[src/rtl/countdown_ctrl.sv]
// Button-driven sequencer for the down-counter datapath.
// Owns the tick prescaler and raises done/done_pulse on expiry.
module countdown_ctrl #(
  parameter int N        = 6,
  parameter int TICK_DIV = 15_000_000
) (
  input  logic         clk,
  input  logic         reset,
  input  logic         start_btn,
  input  logic         pause_btn,
  input  logic [N-1:0] a,
  input  logic [N-1:0] z,
  output logic         cnt_load,
  output logic         cnt_dec,
  output logic         done,
  output logic         done_pulse,
  output logic [2:0]   state
);

  typedef enum logic [2:0] {
    IDLE  = 3'd0,
    LOAD  = 3'd1,
    RUN   = 3'd2,
    PAUSE = 3'd3,
    DONE  = 3'd4
  } state_e;

  localparam logic [31:0] TOP = 32'(TICK_DIV - 1);

  state_e      state_q, state_d;
  logic [31:0] pre_q, pre_d;
  logic        dp_q, dp_d;
  // [0] first sync flop, [1] second sync flop, [2] previous value
  logic [2:0]  st_q, pa_q;

  logic start_p, pause_p;
  logic at_top, z_zero;
  logic unused_a;

  assign unused_a = ^a;

  assign start_p = st_q[2] & ~st_q[1];
  assign pause_p = pa_q[2] & ~pa_q[1];
  assign at_top  = (pre_q == TOP);
  assign z_zero  = (z == '0);

  always_ff @(posedge clk or negedge reset) begin
    if (!reset) begin
      state_q <= IDLE;
      pre_q   <= '0;
      dp_q    <= 1'b0;
      st_q    <= 3'b111;
      pa_q    <= 3'b111;
    end else begin
      state_q <= state_d;
      pre_q   <= pre_d;
      dp_q    <= dp_d;
      st_q    <= {st_q[1:0], start_btn};
      pa_q    <= {pa_q[1:0], pause_btn};
    end
  end

  always_comb begin
    state_d = state_q;
    pre_d   = pre_q;
    cnt_dec = 1'b0;
    unique case (state_q)
      IDLE: begin
        if (start_p) state_d = LOAD;
      end
      LOAD: begin
        pre_d   = '0;
        state_d = RUN;
      end
      RUN: begin
        // A press freezes the prescaler so a resume picks up mid-tick
        if (start_p) begin
          state_d = LOAD;
        end else if (pause_p) begin
          state_d = PAUSE;
        end else begin
          if (z_zero) state_d = DONE;
          pre_d   = at_top ? '0 : pre_q + 32'd1;
          cnt_dec = at_top & ~z_zero;
        end
      end
      PAUSE: begin
        if (start_p)      state_d = LOAD;
        else if (pause_p) state_d = RUN;
      end
      DONE: begin
        if (start_p)      state_d = LOAD;
        else if (pause_p) state_d = IDLE;
      end
      default: state_d = IDLE;
    endcase
    dp_d = (state_d == DONE) && (state_q != DONE);
  end

  assign cnt_load   = (state_q == LOAD);
  assign done       = (state_q == DONE);
  assign done_pulse = dp_q;
  assign state      = state_q;

endmodule

[config.mk]
export PLATFORM = sky130hd
export DESIGN_NAME = countdown_ctrl
export DESIGN_NICKNAME = d
export VERILOG_FILES = /design/src/rtl/countdown_ctrl.sv
export SDC_FILE = /design/constraint.sdc
export NUM_CORES = 1
export LEC_CHECK = 0
export CORE_UTILIZATION = 51
export CTS_CLUSTER_SIZE = 10
export DETAILED_ROUTE_END_ITERATION = 6
export GPL_ROUTABILITY_DRIVEN = 0
export HOLD_SLACK_MARGIN = 0.05
export PLACE_DENSITY = 0.86
export SETUP_SLACK_MARGIN = 0.15
export SYNTH_ARGS = -nofsm -noshare
export SYNTH_HDL_FRONTEND = slang
export SYNTH_SLANG_ARGS = --single-unit
[constraint.sdc]
create_clock -name clk -period 3.1 [get_ports clk]
set_clock_uncertainty 0.2 [all_clocks]
set_input_delay 0.93 -clock clk [delete_from_list [all_inputs] [get_ports clk]]
set_output_delay 0.93 -clock clk [all_outputs]
set_load 0.1 [all_outputs]
# Word level (Yosys, flattened, before mapping)
# Cells that the tools add are included.
word_totals:
  in_bits: 16
  ff_bits: 42
classes:
  add_sub_neg: 1
  n_eq_ne: 9
  muxes: 16
  bitwise_logic: 6
  reduce_logical: 5
ops:
  columns: ["operator", "count"]
  rows:
  - ["2-to-1 mux 32 bit", 3]
  - ["case mux 32 bit (2 select lines)", 1]
  - ["adder 32 x 1 -> 32 bit, second input constant", 1]
  - ["equality test 32 x 24 -> 1 bit, second input constant", 1]
  - ["2-to-1 mux 3 bit", 8]
  - ["case mux 3 bit (5 select lines)", 1]
  - ["equality test 3 x 2 -> 1 bit, second input constant", 2]
  - ["equality test 3 bit, second input constant", 2]
  - ["logical NOT 6 bit", 1]
  - ["!= test 2 bit, second input constant", 2]
  - ["AND 1 bit", 3]
  - ["equality test 3 x 1 -> 1 bit, second input constant", 1]
  - ["logical NOT 3 bit", 1]
  - ["2-to-1 mux 1 bit", 3]
  - ["!= test 3 bit, second input constant", 1]
  - ["NOT 1 bit", 3]
  - ["AND reduction 3 bit", 1]
  - ["nonzero test 2 bit", 1]
  - ["logical AND 1 bit", 1]

# Logic depth before layout (Yosys ltp)
# Gate-level depths: netlist (run 1).
depth:
  ltp_word: 7
  depth_mapped: 8
  mapped_depth_nobuf: 6

# Worst setup path after synthesis (run 1)
# No wires, ideal clock.
synth_timing:
  path_type: "register to register"
  start: "register state_q[0], in the netlist state[0]"
  end: "register pre_q[31]"
  setup_time_ps: 78
  setup_slack_ps: -2111
  path_stages_with_launch: 7
  synth_period_minus_slack_ps: 5211
  arrival_time_ps: 4933
  path_cell_list: "dfrtp_1 nor3b_1 a31oi_2 or3_1 buf_2 or4_1 a21oi_1"
synth_between:
  elab_chain_len: 3
  elab_cells_between_ends: 7
  cone_classes: "eq/ne: 4; mux: 1; reduce/logical: 2"
synth_lines:
  columns: ["item", "line_no", "source"]
  rows:
  - ["start, declared", "30", "state_e state_q, state_d;"]
  - ["start signal, assigned", "55", "state_q <= state_d;"]
  - ["equality test 3 x 1 -> 1 bit (*)", null, null]
  - ["net cnt_load", "13", "output logic cnt_load,"]
  - ["nonzero test 2 bit (no source line)", null, null]
  - ["AND reduction 3 bit (no source line)", null, null]
  - ["end signal, assigned", "56", "pre_q <= pre_d;"]
  - ["end, declared", "31", "logic [31:0] pre_q, pre_d;"]
# The timed path passes the listed nets; every way through them passes the cells marked *.
# A chain may end at the register's enable or synchronous reset.

# Final worst setup path (run 1)
layout_timing:
  start: "register pre_q[29]"
  end: "output cnt_dec"
layout_between:
  elab_chain_len: 5
layout_lines:
  columns: ["item", "line_no", "source"]
  rows:
  - ["equality test 32 x 24 -> 1 bit", "44", "assign at_top = (pre_q == TOP);"]
  - ["AND 1 bit", "84", "cnt_dec = at_top & ~z_zero;"]
  - ["2-to-1 mux 1 bit", "79", "end else if (pause_p) begin"]
  - ["2-to-1 mux 1 bit", "77", "if (start_p) begin"]
  - ["2-to-1 mux 1 bit", "67", "unique case (state_q)"]
  - ["end, declared", "14", "output logic cnt_dec,"]
# No other way between the ends.

==> summary.txt, run 1 <==
Status - complete, but fails checks
Failing checks - negative setup slack
CP required - 1970 ps
Post-synthesis adder-cell area fraction - 0.552%
WP buf/inv - 1
Vias per inst - 6.54
PortBufs - 16
PwrDens - 600 nW/um2
Detail Route met3 WL - 482 um
Hold Startpoint - pa_q[0]
Crit Path Max Fanout - 4
Overflow after GRT - 0
Combinational family with the most area after synthesis - simple AND/OR/NAND/NOR gates
DRT Wirelength - 5700 um
Top Ports - 23
Setup ws final - -75.4 ps
Post-synth top cells - dfrtp_1, nor2_1, a31oi_1, nand2_1, nand3_1
DRT iter0 DRCs - 246
Antenna Cells - 0
Fill count - 315
WHS - 147 ps
Core footprint - 4140 um2
Final setup viols - 1
Synth area leaders - dfrtp_1, dfstp_2, a31oi_1
RSZ-0062 raised after global routing - yes
DRC Markers - 0
CP Capture Type - output port
P_leak - 1.12 nW
Tot Pwr - 1.67 mW
Top FF cell, synth - dfrtp_1
Count leader, synth - dfrtp_1
Post-Synth XOR/XNOR Area - 3.87%
Max Cap Viol - 0
Met2 wire length - 2680 um
Routed length per instance - 17.5 um
Max incr delay on CP - 430 ps
CTS root buf - clkbuf_8
Top layer in use - met4
Number of clock sinks - 42
Cell accounting for the most synthesized area - dfrtp_1
Synth cell types - 42
Syn-to-layout area delta - 22.9%
Vias in the first global route - 1933
CP startpoint kind - flip-flop
First-pass GRT wire length - 8950 um
Mux contribution to synthesized area - 0%
Metal-1 WL - 2390 um
Synth warn - 0
Post-synth net total - 262
Dpl hpwl - 3710 um
Flops & latches, synth - 42
Ys async rst share - 100%
Largest net degree at the start of global routing - 41
Setup TNS Final - -75.4 ps
Worst slew margin - 41.9%
Post-place setup slack - 20.4 ps
Register area share after synthesis - 46.7%
Number of synthesized flops with an enable pin - 0
Post-Synthesis Cell Area - 2270 um2
H-tree depth - 2
Hold Path Sink - pa_q[1]
Final core occ - 67.2%
Initial antenna violation count - 0
Fin crit share - 102%
Final net count - 291
Die Wd - 68.7 um
Max clock buf depth - 2
Layout cells sized above 1 - 24.4%
Cells along the critical path - nor4_2 > nand4_1 > nor4_4 > and3_4 > buf_12
Syn_area_per_cell - 9.25 um2
Simple-gate portion of the synthesized area - 30.6%
Number of iterations in the first detailed-routing pass - 5
Clk Latency, worst-skew pair - 290 ps
R2R setup slack - 340 ps
Hold Fails Final Rpt - 0
Slowest CP cell - dfrtp_1
Top delay family on crit path - simple AND/OR/NAND/NOR gates
Max-slew violation count - 0
Fmax - 315 MHz
Reg-to-Reg End - pre_q[7]
FP Rows - 23
Cts bufs inserted - 5
Die area - 4710 um2
Compound-Gate Fraction of Synth Area - 14.7%
Routed Antenna Nets - 0
Clock slew at reported path FFs - 80 ps
Cells on worst reg2reg path - 7
Measured slew at the worst slew-check pin - 871 ps
Worst r2r src - pre_q[29]
Clock period minus final worst setup slack - 3180 ps
Synth Instances - 245
Min-Delay Path Class - flip-flop to flip-flop
Crit path kind - flip-flop to output port
DR vias - 2126
Initial core utilization - 54.7%
Peak supply drop - 0.000365 V
Hold Path Depth - 0
TritonCTS clock tree - done
Die height - 68.7 um
Total GRT Usage - 26.3%
Critical path arrival - 2050 ps
Yosys top cell area share - 39.8%
==> state kept, by name, summed over array words and instances, names as in the netlist <==
register / flops
state: 3
done_pulse: 1
pa_q: 3
st_q: 3
pre_q: 32
==> cells by family after synthesis <==
family | count (synthesis)
XOR/XNOR | 10
AO/OA/AOI/OAI | 50
buffers and inverters | 20
flip-flops | 42
AND/OR/NAND/NOR | 122
adder cells (fa/ha/maj) | 1
==> power breakdown <==
group / total [mW] / switching, mW / internal (mW)
combinational: 0.656 / 0.434 / 0.222
clock: 0.363 / 0.184 / 0.180
sequential: 0.651 / 0.0551 / 0.595
==> routing by layer <==
| layer | up-vias | track usage [%] |
|---|---|---|
| met5 | - | 0 |
| met1 | 996 | 33.5 |
| met4 | 0 | 12.5 |
| met3 | 18 | 5.92 |
| li1 | 988 | - |
| met2 | 124 | 42.0 |
==> per-stage QoR <==
step                instance area (um2)  cells
floorplan                          2330    245
global placement                   2580    309
detailed placement                 2580    309
CTS                                2740    321
global route                       2790    325
finish                             2790    325
==> worst register-to-register path: stages (launching register included) <==
cell	delay, ps
dfrtp_1	430
nor4_2	320
nand4_1	240
buf_4	200
or4_1	720
a21oi_1	220
buf_4	240
nor2_1	80
==> layout by cell type (no fill, tap or decap), types with 10 or more instances in the layout <==
| master | Yosys | layout |
|---|---|---|
| nand4_1 | 11 | 11 |
| or4_1 | 12 | 11 |
| and3_1 | 11 | 10 |
| nor2_1 | 21 | 21 |
| nand3_1 | 14 | 13 |
| nand2_1 | 16 | 16 |
| buf_4 | 0 | 25 |
| dfrtp_1 | 36 | 29 |
| a31oi_1 | 18 | 18 |
==> area by class of cell <==
class | count | area (um2) | area share, %
well taps | 50 | 62.6 | 2.25
inverters | 6 | 22.5 | 0.809
multi-input cells | 183 | 1220 | 43.9
clock buffers | 7 | 86.3 | 3.10
clock inverters | 1 | 5.00 | 0.180
flip-flops and latches | 42 | 1070 | 38.5
repair buffers | 36 | 313 | 11.2
==> how the worst max path moves through the flow <==
stage	start	endpoint	depth (start not counted)
final	pre_q[29]	cnt_dec	5
after global routing	pre_q[8]	cnt_dec	5
after CTS	pre_q[1]	cnt_dec	6
after detailed placement	z[5]	cnt_dec	5
after global placement	z[5]	cnt_dec	5
after floorplan	state[2]	done	1
==> what timing repair did <==
action	in CTS	in global routing
endpoints found under the setup margin	1	3
resized for setup	5	6
cloned	0	0
pin swaps	5	6
hold buffers	0	0
buffers inserted	4	4
(Power assumes the default switching activity.)
==> run 2: changes to the inputs <==
Settings changed: RECOVER_POWER set to 50, TNS_END_PERCENT set to 5.
==> summary.txt, run 2 (same netlist as run 1, synthesis figures left out) <==
Clk Latency, worst-skew pair - 310 ps (was 290 ps)
Comb pwr share - 39.8% (was 39.3%)
Number of iterations in the first detailed-routing pass - 5 (unchanged)
Die height - 68.7 um (unchanged)
PwrDens - 603 nW/um2 (was 600 nW/um2)
Max reg flops - 32 (unchanged)
Max-slew violation count - 0 (unchanged)
CP startpoint kind - flip-flop (unchanged)
Power Internal - 0.980 mW (was 0.997 mW)
Tot Pwr - 1.69 mW (was 1.67 mW)
Die Wd - 68.7 um (unchanged)
CP required - 1970 ps (about the same)
Setup ws final - -142 ps (was -75.4 ps)
Max clock buf depth - 2 (unchanged)
Reg-to-Reg End - pre_q[26] (was pre_q[7])
Hold Path Sink - pa_q[1] (unchanged)
Worst slew margin - 22.9% (was 41.9%)
H-tree depth - 2 (unchanged)
CP Capture Type - output port (unchanged)
Clock period minus final worst setup slack - 3240 ps (was 3180 ps)
Antenna Cells - 0 (unchanged)
Max incr delay on CP - 460 ps (was 430 ps)
Switch Pwr - 0.707 mW (was 0.673 mW)
Largest net degree at the start of global routing - 23 (was 41)
Sw Ratio - 41.9% (was 40.3%)
Total GRT Usage - 27.8% (was 26.3%)
Hold Path Depth - 0 (unchanged)
Hold Fails Final Rpt - 0 (unchanged)
Worst r2r src - pre_q[9] (was pre_q[29])
Syn-to-layout area delta - 23.5% (was 22.9%)
# hold bufs at CTS - 0 (unchanged)
Setup TNS Final - -142 ps (was -75.4 ps)
First-pass GRT wire length - 9460 um (was 8950 um)
Vias in the first global route - 1984 (was 1933)
DRT iter0 DRCs - 403 (was 246)
Top reg by flops - pre_q (unchanged)
Slowest CP cell - dfrtp_1 (unchanged)
Cells along the critical path - nor4bb_2 > nand4_1 > nor4_4 > and3_4 > buf_12 (was nor4_2 > nand4_1 > nor4_4 > and3_4 > buf_12)
Cts bufs inserted - 5 (unchanged)
Number of clock sinks - 42 (unchanged)
Overflow after GRT - 0 (unchanged)
DR vias - 2188 (was 2126)
WHS - 161 ps (was 147 ps)
Commonest non-fill, non-tap cell in the layout - dfrtp_1 (unchanged)
Clock slew at reported path FFs - 80 ps (about the same)
TritonCTS clock tree - done (unchanged)
Top delay family on crit path - simple AND/OR/NAND/NOR gates (unchanged)
Final setup viols - 1 (unchanged)
PortBufs - 16 (unchanged)
Core footprint - 4140 um2 (unchanged)
Vias per inst - 6.67 (was 6.54)
WP buf/inv - 1 (unchanged)
Max Cap Viol - 0 (unchanged)
Measured slew at the worst slew-check pin - 1160 ps (was 871 ps)
Fin crit share - 105% (was 102%)
Cells on worst reg2reg path - 8 (was 7)
DRT Wirelength - 6060 um (was 5700 um)
Status - complete, but fails checks (unchanged)
Fmax - 308 MHz (was 315 MHz)
FP Rows - 23 (unchanged)
Final net count - 294 (was 291)
Routed length per instance - 18.5 um (was 17.5 um)
Failing checks - negative setup slack (unchanged)
DRC Markers - 0 (unchanged)
Peak supply drop - 0.000375 V (was 0.000365 V)
Crit path kind - flip-flop to output port (unchanged)
Layout cells sized above 1 - 24.1% (was 24.4%)
P_leak - 1.12 nW (about the same)
Crit Path Max Fanout - 5 (was 4)
Most frequent cells in the layout - dfrtp_1, buf_4, nor2_1 (unchanged)
Final core occ - 67.5% (was 67.2%)
Die area - 4710 um2 (unchanged)
Initial antenna violation count - 0 (unchanged)
Hold Startpoint - pa_q[0] (unchanged)
RSZ-0062 raised after global routing - yes (unchanged)
Sequential power share - 38.5% (was 38.9%)
R2R setup slack - 200 ps (was 340 ps)
Critical path arrival - 2110 ps (was 2050 ps)
Routed Antenna Nets - 0 (unchanged)
Clock Power Share - 21.7% (was 21.8%)
CTS root buf - clkbuf_8 (unchanged)
Min-Delay Path Class - flip-flop to flip-flop (unchanged)
Top Ports - 23 (unchanged)
Dpl hpwl - 3880 um (was 3710 um)
Initial core utilization - 54.7% (unchanged)
-- run 2: changes by cell type in the layout (fill, tap and decap cells not counted), moves of 2 or more --
cell,before,now
buf_4,25,27
clkdlybuf4s50_1,8,6
dfrtp_1,29,32
dfrtp_2,5,2
dlygate4sd3_1,0,2
-- run 2: timing repair --
action,in CTS,in global routing
resized for setup,6,6
setup endpoints to repair,1,3
pin swaps,6,5
setup buffers,6,3
-- run 2: stage by stage --
stage	area [um2]	std cells	setup WS (ps)
finish	2800	328	-142
CTS	2750	325	-75.3
floorplan	2310	245	-90.9
detailed placement	2580	311	-13.9
global route	2800	328	-211
global placement	2580	311	40.9
-- run 2: per-layer routing --
metal / global-route usage (%) / routed length (um)
met5: 0 / 0
met4: 14.3 / 280
met3: 5.92 / 462
met2: 43.9 / 2840
met1: 35.6 / 2480
-- run 2: layout make-up --
cell class / instances / area (um2)
fillers: 294 / 1350
multi-input cells: 183 / 1220
flip-flops and latches: 42 / 1070
repair buffers: 39 / 330
clock buffers: 5 / 68.8
well taps: 50 / 62.6
inverters: 6 / 22.5
clock inverters: 3 / 21.3
-- run 2: worst max path at each step --
stage | from | cells after the start | slack [ps] | to
after floorplan | state[2] | 1 | -90 | done
after global placement | z[3] | 5 | 40 | cnt_dec
after detailed placement | z[3] | 5 | -10 | cnt_dec
after CTS | pre_q[0] | 6 | -80 | cnt_dec
after global routing | pre_q[9] | 5 | -210 | cnt_dec
final | pre_q[9] | 5 | -140 | cnt_dec
-- run 2: power groups by stage --
stage	combinational [mW]	clock (mW)	sequential (mW)
after CTS	0.658	0.368	0.648
after floorplan	0.343	0	0.745
after global routing	0.716	0.399	0.657
after detailed placement	0.624	0	0.664
after global placement	0.608	0	0.658
final	0.671	0.367	0.649
==> run 3: changes to the inputs <==
Settings changed: CTS_CLUSTER_DIAMETER set to 100, TNS_END_PERCENT 5 to 50.
==> summary.txt, run 3 (same netlist as run 1, synthesis figures left out) <==
DRT iter0 DRCs - 325 (was 403)
PwrDens - 616 nW/um2 (was 603 nW/um2)
Core footprint - 4140 um2 (unchanged)
Total GRT Usage - 27.5% (was 27.8%)
Antenna Cells - 0 (unchanged)
Fin crit share - 101% (was 105%)
DRC Markers - 0 (unchanged)
PortBufs - 16 (unchanged)
Status - complete, but fails checks (unchanged)
Post-route cell area - 2720 um2 (was 2800 um2)
Worst slew margin - -21.9% (was 22.9%)
Die area - 4710 um2 (unchanged)
Die height - 68.7 um (unchanged)
Clock period minus final worst setup slack - 3130 ps (was 3240 ps)
Hold Fails Final Rpt - 0 (unchanged)
Max Cap Viol - 1 (was 0)
Register Area - 1070 um2 (unchanged)
Peak supply drop - 0.000301 V (was 0.000375 V)
CP Capture Type - output port (unchanged)
Fmax - 319 MHz (was 308 MHz)
Clock slew at reported path FFs - 80 ps (about the same)
Initial antenna violation count - 0 (unchanged)
DR vias - 2155 (was 2188)
FP Rows - 23 (unchanged)
WP buf/inv - 1 (unchanged)
RSZ-0062 raised after global routing - yes (unchanged)
Clk Latency, worst-skew pair - 300 ps (was 310 ps)
Max-slew violation count - 35 (was 0)
Crit Path Max Fanout - 3 (was 5)
P_leak - 1.08 nW (was 1.12 nW)
First-pass GRT wire length - 9330 um (was 9460 um)
CP required - 1970 ps (about the same)
Area of the multi-input gates - 1200 um2 (was 1220 um2)
Cells along the critical path - ha_1 > nand3_1 > or3_4 > nor4_4 > and3_4 > buf_12 (was nor4bb_2 > nand4_1 > nor4_4 > and3_4 > buf_12)
Failing checks - max-capacitance violations, max-slew violations, negative setup slack (was negative setup slack)
Top reg by flops - pre_q (unchanged)
WHS - 167 ps (was 161 ps)
Largest net degree at the start of global routing - 35 (was 23)
H-tree depth - 2 (unchanged)
Crit path kind - flip-flop to output port (unchanged)
Max clock buf depth - 2 (unchanged)
Top delay family on crit path - simple AND/OR/NAND/NOR gates (unchanged)
Min-Delay Path Class - flip-flop to flip-flop (unchanged)
CTS root buf - clkbuf_8 (unchanged)
Slowest CP cell - or3_4 (was dfrtp_1)
Max incr delay on CP - 420 ps (was 460 ps)
Final setup viols - 1 (unchanged)
Final net count - 286 (was 294)
Dpl hpwl - 3720 um (was 3880 um)
CP startpoint kind - flip-flop (unchanged)
Critical path arrival - 2000 ps (was 2110 ps)
Syn-to-layout area delta - 19.8% (was 23.5%)
Max reg flops - 32 (unchanged)
Layout cells sized above 1 - 19.3% (was 24.1%)
Die Wd - 68.7 um (unchanged)
Setup TNS Final - -32.4 ps (was -142 ps)
Most frequent cells in the layout - dfrtp_1, nor2_1, a31oi_1, buf_4, nand2_1 (was dfrtp_1, buf_4, nor2_1)
Top Ports - 23 (unchanged)
Overflow after GRT - 0 (unchanged)
Routed Antenna Nets - 0 (unchanged)
R2R setup slack - 290 ps (was 200 ps)
Vias per inst - 6.73 (was 6.67)
Vias in the first global route - 1999 (was 1984)
Commonest non-fill, non-tap cell in the layout - dfrtp_1 (unchanged)
Fill count - 326 (was 294)
Number of iterations in the first detailed-routing pass - 5 (unchanged)
Routed length per instance - 18.1 um (was 18.5 um)
Cts bufs inserted - 5 (unchanged)
Setup ws final - -32.4 ps (was -142 ps)
Measured slew at the worst slew-check pin - 1830 ps (was 1160 ps)
Number of clock sinks - 42 (unchanged)
DRT Wirelength - 5790 um (was 6060 um)
Placed inst area - 2570 um2 (was 2580 um2)
TritonCTS clock tree - done (unchanged)
Initial core utilization - 54.7% (unchanged)
-- run 3: report_power, final --
group          internal [mW]  switching, mW
combinational          0.220          0.437
sequential             0.595         0.0508
clock                  0.180          0.190
total                  0.995          0.677
-- run 3: repair_timing --
| item | 4_1_cts | 5_1_grt |
|---|---|---|
| setup buffers | 3 | 0 |
| gates resized for setup | 6 | 2 |
| setup endpoints to repair | 1 | 4 |
| hold buffers | 0 | 0 |
| pin swaps | 1 | 0 |
-- run 3: path summary, 6_finish.rpt --
kind | start | endpoint | depth (start not counted)
setup / recovery | pre_q[0] | cnt_dec | 6
hold / removal | st_q[0] | st_q[1] | 0
setup reg to reg | pre_q[9] | pre_q[28] | 7
hold reg to reg | st_q[0] | st_q[1] | 0
max in group asynchronous | reset | state[0] | 1
min in group asynchronous | reset | pre_q[22] | 1
-- run 3: layout make-up --
| class | count | area share [%] |
|---|---|---|
| Timing Repair Buffer | 31 | 9.82 |
| Clock inverter | 1 | 0.184 |
| Multi-Input combinational cell | 183 | 44.3 |
| Tap cell | 50 | 2.30 |
| Sequential cell | 42 | 39.4 |
| Inverter | 6 | 0.829 |
| Clock buffer | 7 | 3.18 |
-- run 3: metal layers --
layer | GRT usage, % | vias to the layer above | part of all wire, %
met5 | 0 | - | 0
met4 | 15.4 | 0 | 3.4
met3 | 5.76 | 20 | 8.2
met2 | 42.6 | 127 | 47
met1 | 35.7 | 1023 | 42
li1 | - | 985 | -
-- run 3: metrics by stage --
| step | util, % | worst slack (ps) | power, mW | cells |
|---|---|---|---|---|
| finish | 65.5 | -32.4 | 1.67 | 320 |
| detailed placement | 61.9 | 19.8 | 1.28 | 309 |
| global route | 65.5 | -145 | 1.75 | 320 |
| CTS | 65.5 | -29.1 | 1.67 | 320 |
| floorplan | - | -90.9 | 1.09 | 245 |
| global placement | 61.9 | 44.1 | 1.27 | 309 |
-- run 3: worst register-to-register path: stages (launching register included) --
cell,delay (ps)
dfrtp_1,440
nor4bb_1,300
nand4_1,200
buf_4,190
or4_1,780
a21oi_1,300
buf_4,210
a21oi_1,60
